==> config.mk <==
export PLATFORM = sky130hd
export DESIGN_NAME = md_read_sequencer
export DESIGN_NICKNAME = d
export VERILOG_FILES = /design/src/rtl/md_read_sequencer.sv
export SDC_FILE = /design/constraint.sdc
export NUM_CORES = 1
export LEC_CHECK = 0
export ABC_CLOCK_PERIOD_IN_PS = 3700
export BUFFER_PORTS_ARGS = -buffer_cell sky130_fd_sc_hd__buf_2
export CORE_MARGIN = 3
export CORE_UTILIZATION = 57
export CTS_BUF_LIST = sky130_fd_sc_hd__clkbuf_16
export DETAILED_ROUTE_END_ITERATION = 7
export PLACE_DENSITY_LB_ADDON = 0.1
export SETUP_SLACK_MARGIN = 0.15
export SLEW_MARGIN = 15
export SYNTH_ARGS = -nofsm -noshare
export SYNTH_HDL_FRONTEND = slang
export SYNTH_SLANG_ARGS = --single-unit
==> constraint.sdc <==
create_clock -name clk -period 3.7 [get_ports clk]
set_input_delay 0.555 -clock clk [delete_from_list [all_inputs] [get_ports clk]]
set_output_delay 0.555 -clock clk [all_outputs]
set_load 0.005 [all_outputs]
==> src/rtl/md_read_sequencer.sv <==
// ---------------------------------------------------------------------------
// md_read_sequencer
//
// Position-read control sequencer for one PE. It first reads the home-cell
// particle count (address 0), then steps every reference particle through
// a two-phase broadcast of all particles in the cell. Reading stalls while
// any filter reports almost-full, and a one-cycle done pulse reports
// completion to the MD controller.
//
// Parameters:
//   PARTICLE_ID_WIDTH  width of particle IDs, counts and RAM addresses
//   NUM_FILTER         number of filters supplying back-pressure
//
// Ports:
//   clk                   clock
//   rst                   synchronous, active-high reset
//   start                 one-cycle pulse; begins a pass when idle
//   filter_almost_full    per-filter back-pressure (any bit stalls)
//   home_particle_count   home-cell particle count, sampled in WAIT_CNT
//   phase                 global phase (0/1)
//   reading_particle_num  high while the count word (address 0) is read
//   pause_reading         combinational stall indicator
//   ref_id                current reference particle ID (1-based)
//   particle_id           current broadcast particle ID / RAM address
//   busy                  high from accepted start until done
//   done                  one-cycle completion pulse
//   stall_cycles          stalled-cycle count for the pass
//                         (only when MD_SEQ_STALL_CNT_EN is defined)
//
// Optional feature macro: MD_SEQ_STALL_CNT_EN
//
// state      | meaning
// -----------+---------------------------------------------------------
// S_IDLE     | waiting for start, all outputs at rest
// S_RD_NUM0  | reading count word, phase 0
// S_RD_NUM1  | reading count word, phase 1
// S_WAIT_CNT | count arrives from RAM; latch it and choose next state
// S_BCAST    | stepping (ref_id, particle_id, phase) through the cell
// S_FINISH   | done pulse visible, return to idle
// ---------------------------------------------------------------------------
module md_read_sequencer #(
   parameter int PARTICLE_ID_WIDTH = 7,
   parameter int NUM_FILTER        = 7
) (
   input  logic                         clk,
   input  logic                         rst,
   input  logic                         start,
   input  logic [NUM_FILTER-1:0]        filter_almost_full,
   input  logic [PARTICLE_ID_WIDTH-1:0] home_particle_count,
   output logic                         phase,
   output logic                         reading_particle_num,
   output logic                         pause_reading,
   output logic [PARTICLE_ID_WIDTH-1:0] ref_id,
   output logic [PARTICLE_ID_WIDTH-1:0] particle_id,
   output logic                         busy,
`ifdef MD_SEQ_STALL_CNT_EN
   output logic [31:0]                  stall_cycles,
`endif
   output logic                         done
);

   localparam logic [2:0] S_IDLE     = 3'd0;
   localparam logic [2:0] S_RD_NUM0  = 3'd1;
   localparam logic [2:0] S_RD_NUM1  = 3'd2;
   localparam logic [2:0] S_WAIT_CNT = 3'd3;
   localparam logic [2:0] S_BCAST    = 3'd4;
   localparam logic [2:0] S_FINISH   = 3'd5;

   localparam logic [PARTICLE_ID_WIDTH-1:0] ID_ZERO = '0;
   localparam logic [PARTICLE_ID_WIDTH-1:0] ID_ONE  = {{(PARTICLE_ID_WIDTH-1){1'b0}}, 1'b1};

   logic [2:0]                   state;
   logic [PARTICLE_ID_WIDTH-1:0] cell_count;
   logic                         last_particle;
   logic                         last_ref;

   // Stall only matters while broadcasting; the count read is never held off.
   assign pause_reading = (state == S_BCAST) && (|filter_almost_full);

   // Full-width compares against the latched count, so the maximum count
   // (all ones) terminates without the counters ever wrapping.
   assign last_particle = (particle_id == cell_count);
   assign last_ref      = (ref_id == cell_count);

   always_ff @(posedge clk) begin
      if (rst) begin
         state                <= S_IDLE;
         cell_count           <= ID_ZERO;
         phase                <= 1'b0;
         reading_particle_num <= 1'b0;
         ref_id               <= ID_ZERO;
         particle_id          <= ID_ZERO;
         busy                 <= 1'b0;
         done                 <= 1'b0;
      end else begin
         done <= 1'b0;
         case (state)
            S_IDLE: begin
               if (start) begin
                  state                <= S_RD_NUM0;
                  busy                 <= 1'b1;
                  reading_particle_num <= 1'b1;
                  phase                <= 1'b0;
                  ref_id               <= ID_ZERO;
                  particle_id          <= ID_ZERO;
               end
            end

            S_RD_NUM0: begin
               state <= S_RD_NUM1;
               phase <= 1'b1;
            end

            S_RD_NUM1: begin
               state                <= S_WAIT_CNT;
               phase                <= 1'b0;
               reading_particle_num <= 1'b0;
            end

            S_WAIT_CNT: begin
               // Count is held here for the whole pass; later input changes
               // are deliberately ignored.
               cell_count <= home_particle_count;
               if (home_particle_count == ID_ZERO) begin
                  state <= S_FINISH;
                  done  <= 1'b1;
               end else begin
                  state       <= S_BCAST;
                  ref_id      <= ID_ONE;
                  particle_id <= ID_ONE;
                  phase       <= 1'b0;
               end
            end

            S_BCAST: begin
               if (!pause_reading) begin
                  if (!phase) begin
                     phase <= 1'b1;
                  end else begin
                     phase <= 1'b0;
                     if (last_particle) begin
                        if (last_ref) begin
                           state       <= S_FINISH;
                           done        <= 1'b1;
                           ref_id      <= ID_ZERO;
                           particle_id <= ID_ZERO;
                        end else begin
                           particle_id <= ID_ONE;
                           ref_id      <= ref_id + ID_ONE;
                        end
                     end else begin
                        particle_id <= particle_id + ID_ONE;
                     end
                  end
               end
            end

            S_FINISH: begin
               // start arriving here is dropped: only IDLE accepts it.
               state <= S_IDLE;
               busy  <= 1'b0;
            end

            default: begin
               state                <= S_IDLE;
               busy                 <= 1'b0;
               phase                <= 1'b0;
               reading_particle_num <= 1'b0;
               ref_id               <= ID_ZERO;
               particle_id          <= ID_ZERO;
            end
         endcase
      end
   end

`ifdef MD_SEQ_STALL_CNT_EN
   // Cleared by an accepted start; keeps its value after done so the
   // controller can read it between passes.
   always_ff @(posedge clk) begin
      if (rst) begin
         stall_cycles <= '0;
      end else if ((state == S_IDLE) && start) begin
         stall_cycles <= '0;
      end else if (pause_reading && (stall_cycles != 32'hFFFF_FFFF)) begin
         stall_cycles <= stall_cycles + 32'd1;
      end
   end
`endif

endmodule

==> results.toml <==
[yosys]
ys_ff_latch = 28
seq_area_frac_synth_pct = 36.4
syn_inst = 188
synth-edff-count = 0
synth.distinct_cells = 37
syn_area_per_cell_um2 = 8.19
async_flop_share_pct = 0
synth_fp_nets = 207
synth_warnings = 0
netlist_area_um2 = 1540
synth_ff_type = "dfxtp_1"

[cells_and_area]
area_growth_syn_to_layout_pct = 16.2
instances_no_fill = 248
regArea_um2 = 561
num_antenna_cells = 0
drive_gt1_share_pct = 18.8
nNetsFinal = 238
multi_input_area_um2 = 911
fillers = 215

[critical_path]
crit_path_cell_trace = "nor2_1 > nand2_1 > a21oi_1 > o21ai_1 > a21oi_1"
start_kind = "register"
worstRegToRegCells = 5
critPathSlowestCell = "a21oi_1"
worstPathArrival_ns = 2.45
endpoint_kind = "register"
cp.depth = 5
path_max_fanout = 10
cpPeakStageDelay_ns = 0.72
crit_type = "reg2reg"
cp_top_family = "compound AO/OA/AOI/OAI gates"
path_buf_inv = 0
cp_common_cell = "a21oi_1"
cp.required_ns = 3.89

[clock_network]
ctsResizeCount = 0
post_cts_buffers = 0
clockRootBuffer = "clkbuf_16"
path_clk_slew_ns = 0.07
htree_levels = 1
cts.hold.buffers_added = 0
cts_made_buffers = 3
cts_tree = "built"
clock_latency_ns = 0.26
clock-sinks = 28
cts_buffer_depth = 2

[global_route]
grt_pass1_wl_um = 6240
antenna_found_initial = 0
gr-usage-met2_pct = 40.0
grtUsageMet3_pct = 3.34
grt_start_max_net_pins = 26
track_usage_pct = 23.4
grt_pass1_vias = 1449
overflow = 0
busiest_layer = "met2"
met1_usage_pct = 29.6

[sta]
maxSlewHeadroom_pct = 44.4
rsz0062_at_grt = "no"
fin_worst_skew_ns = 0.00432
slew_viol_final = 0
setup_tns_ns = 0
post-route-min-period_ns = 2.26
fmax_mhz = 442
setup_violations = 0
period_share_pct = 61.2
tightest_slew_ns = 0.834
hold_viol = 0

[route]
wl_per_cell_um = 15.1
vias_per_cell = 6.17
route.detailed.drc = 0
first_iter_violations = 73
routed_wl_um = 3750
first_pass_iters = 4
ant_nets = 0
num_vias = 1531

[place]
dp.cells = 244
place_congestion = 0.887
port_buffers = 35
dp_hpwl_um = 2710

[min_path]
whs_path_depth = 2
hp-class = "reg2reg"

[floorplanning]
die_x_um = 58.0
fp.dieH_um = 58.0
dieArea_um2 = 3360
ioPinCount = 36
core_area_um2 = 2520
rows = 18
initial_core_util_pct = 61.1

[job]
max-cap-violations = 0

[pwr]
p_per_area_nw_per_um2 = 426
power.leakage_nw = 0.843
total_power_uw = 762
max-vdd-ir-drop_uv = 291

[outcome]
status = "complete, no violations"
[logic make-up (layout without fill, tap and decap cells)]
kind of cell | after synthesis | after routing | share of synthesized area, %
fa+ha+maj | 2 | 2 | 1.62
flops | 28 | 28 | 36.4
xor+xnor | 15 | 15 | 8.53
buf+inv | 16 | 46 | 4.47
simple gates | 66 | 66 | 22.7
mux | 7 | 7 | 4.55
compound gates | 54 | 54 | 21.8
[worst paths after layout]
path / start / end / slack [ns]
max: state[1] / particle_id[4] / 1.44
max reg2reg: state[1] / particle_id[4] / 1.44
min reg2reg: particle_id[6] / particle_id[6] / 0.52
min: particle_id[6] / particle_id[6] / 0.52
[metal layers]
metal / vias up / part of all wire, %
met5: - / 0
met4: 0 / 2.1
met3: 10 / 6.6
met2: 70 / 47
met1: 706 / 45
li1: 745 / -
[sequential cells by signal, summed over array words and instances (netlist names)]
| name | count |
|---|---|
| busy | 1 |
| done | 1 |
| particle_id | 7 |
| reading_particle_num | 1 |
| cell_count | 7 |
| state | 3 |
| phase | 1 |
| ref_id | 7 |
[Yosys cell counts, drive strengths merged, types with 3 or more instances]
| master | n | area [um^2] |
|---|---|---|
| dfxtp | 28 | 561 |
| a21oi | 19 | 95.1 |
| nor2 | 19 | 71.3 |
| o21ai | 15 | 75.1 |
| xor2 | 14 | 123 |
| nand2 | 10 | 37.5 |
| or3 | 9 | 56.3 |
| a211oi | 7 | 52.6 |
| clkbuf | 7 | 26.3 |
| inv | 7 | 26.3 |
| mux2i | 7 | 70.1 |
| nand3 | 5 | 25.0 |
| nand4 | 5 | 31.3 |
| nor3 | 5 | 36.3 |
| nor4 | 4 | 25.0 |
| and2 | 3 | 18.8 |
| o311ai | 3 | 26.3 |
[power by group]
part	switching, mW	internal, mW	total [mW]
combinational	0.103	0.0661	0.169
sequential	0.0291	0.320	0.349
clock	0.0989	0.145	0.244
total	0.231	0.531	0.762
[final cells by class]
type                    instances  share of cell area, %
clock inverters                 1                  0.210
well taps                      30                   2.10
flip-flops and latches         28                   31.3
clock buffers                   3                   4.20
multi-input cells             144                   50.9
repair buffers                 35                   9.79
inverters                       7                   1.47
[worst reg2reg max path: cells and delay by family, from the launching register on]
family | cells | cell delay [ns]
AO/OA/AOI/OAI | 3 | 1.23
flip-flops | 1 | 0.40
AND/OR/NAND/NOR | 2 | 0.57
[placed cells by master, fill, tap and decap left out, types with 3 or more instances in the layout]
cell and n:
and2_1 3, or3_1 9, o21ai_1 4, nand4_1 5
nor4_1 4, buf_2 35, inv_1 7, nor2_1 19
nor3_1 4, a21oi_1 19, o311ai_1 3, o21ai_0 11
dfxtp_1 28, a211oi_1 7, nand2_1 10, nand3_1 5
mux2i_1 7, xor2_1 14, clkbuf_16 3
[stage by stage]
step	setup slack, ns	area, um^2	util [%]	hold WS (ns)
global route	1.28	1790	70.9	0.553
global placement	1.30	1710	67.8	0.488
finish	1.44	1790	70.9	0.518
detailed placement	1.24	1710	67.8	0.512
CTS	1.50	1790	70.9	0.520
floorplan	1.58	1540	-	0.495
No activity file was read; power rests on OpenSTA's default activity.
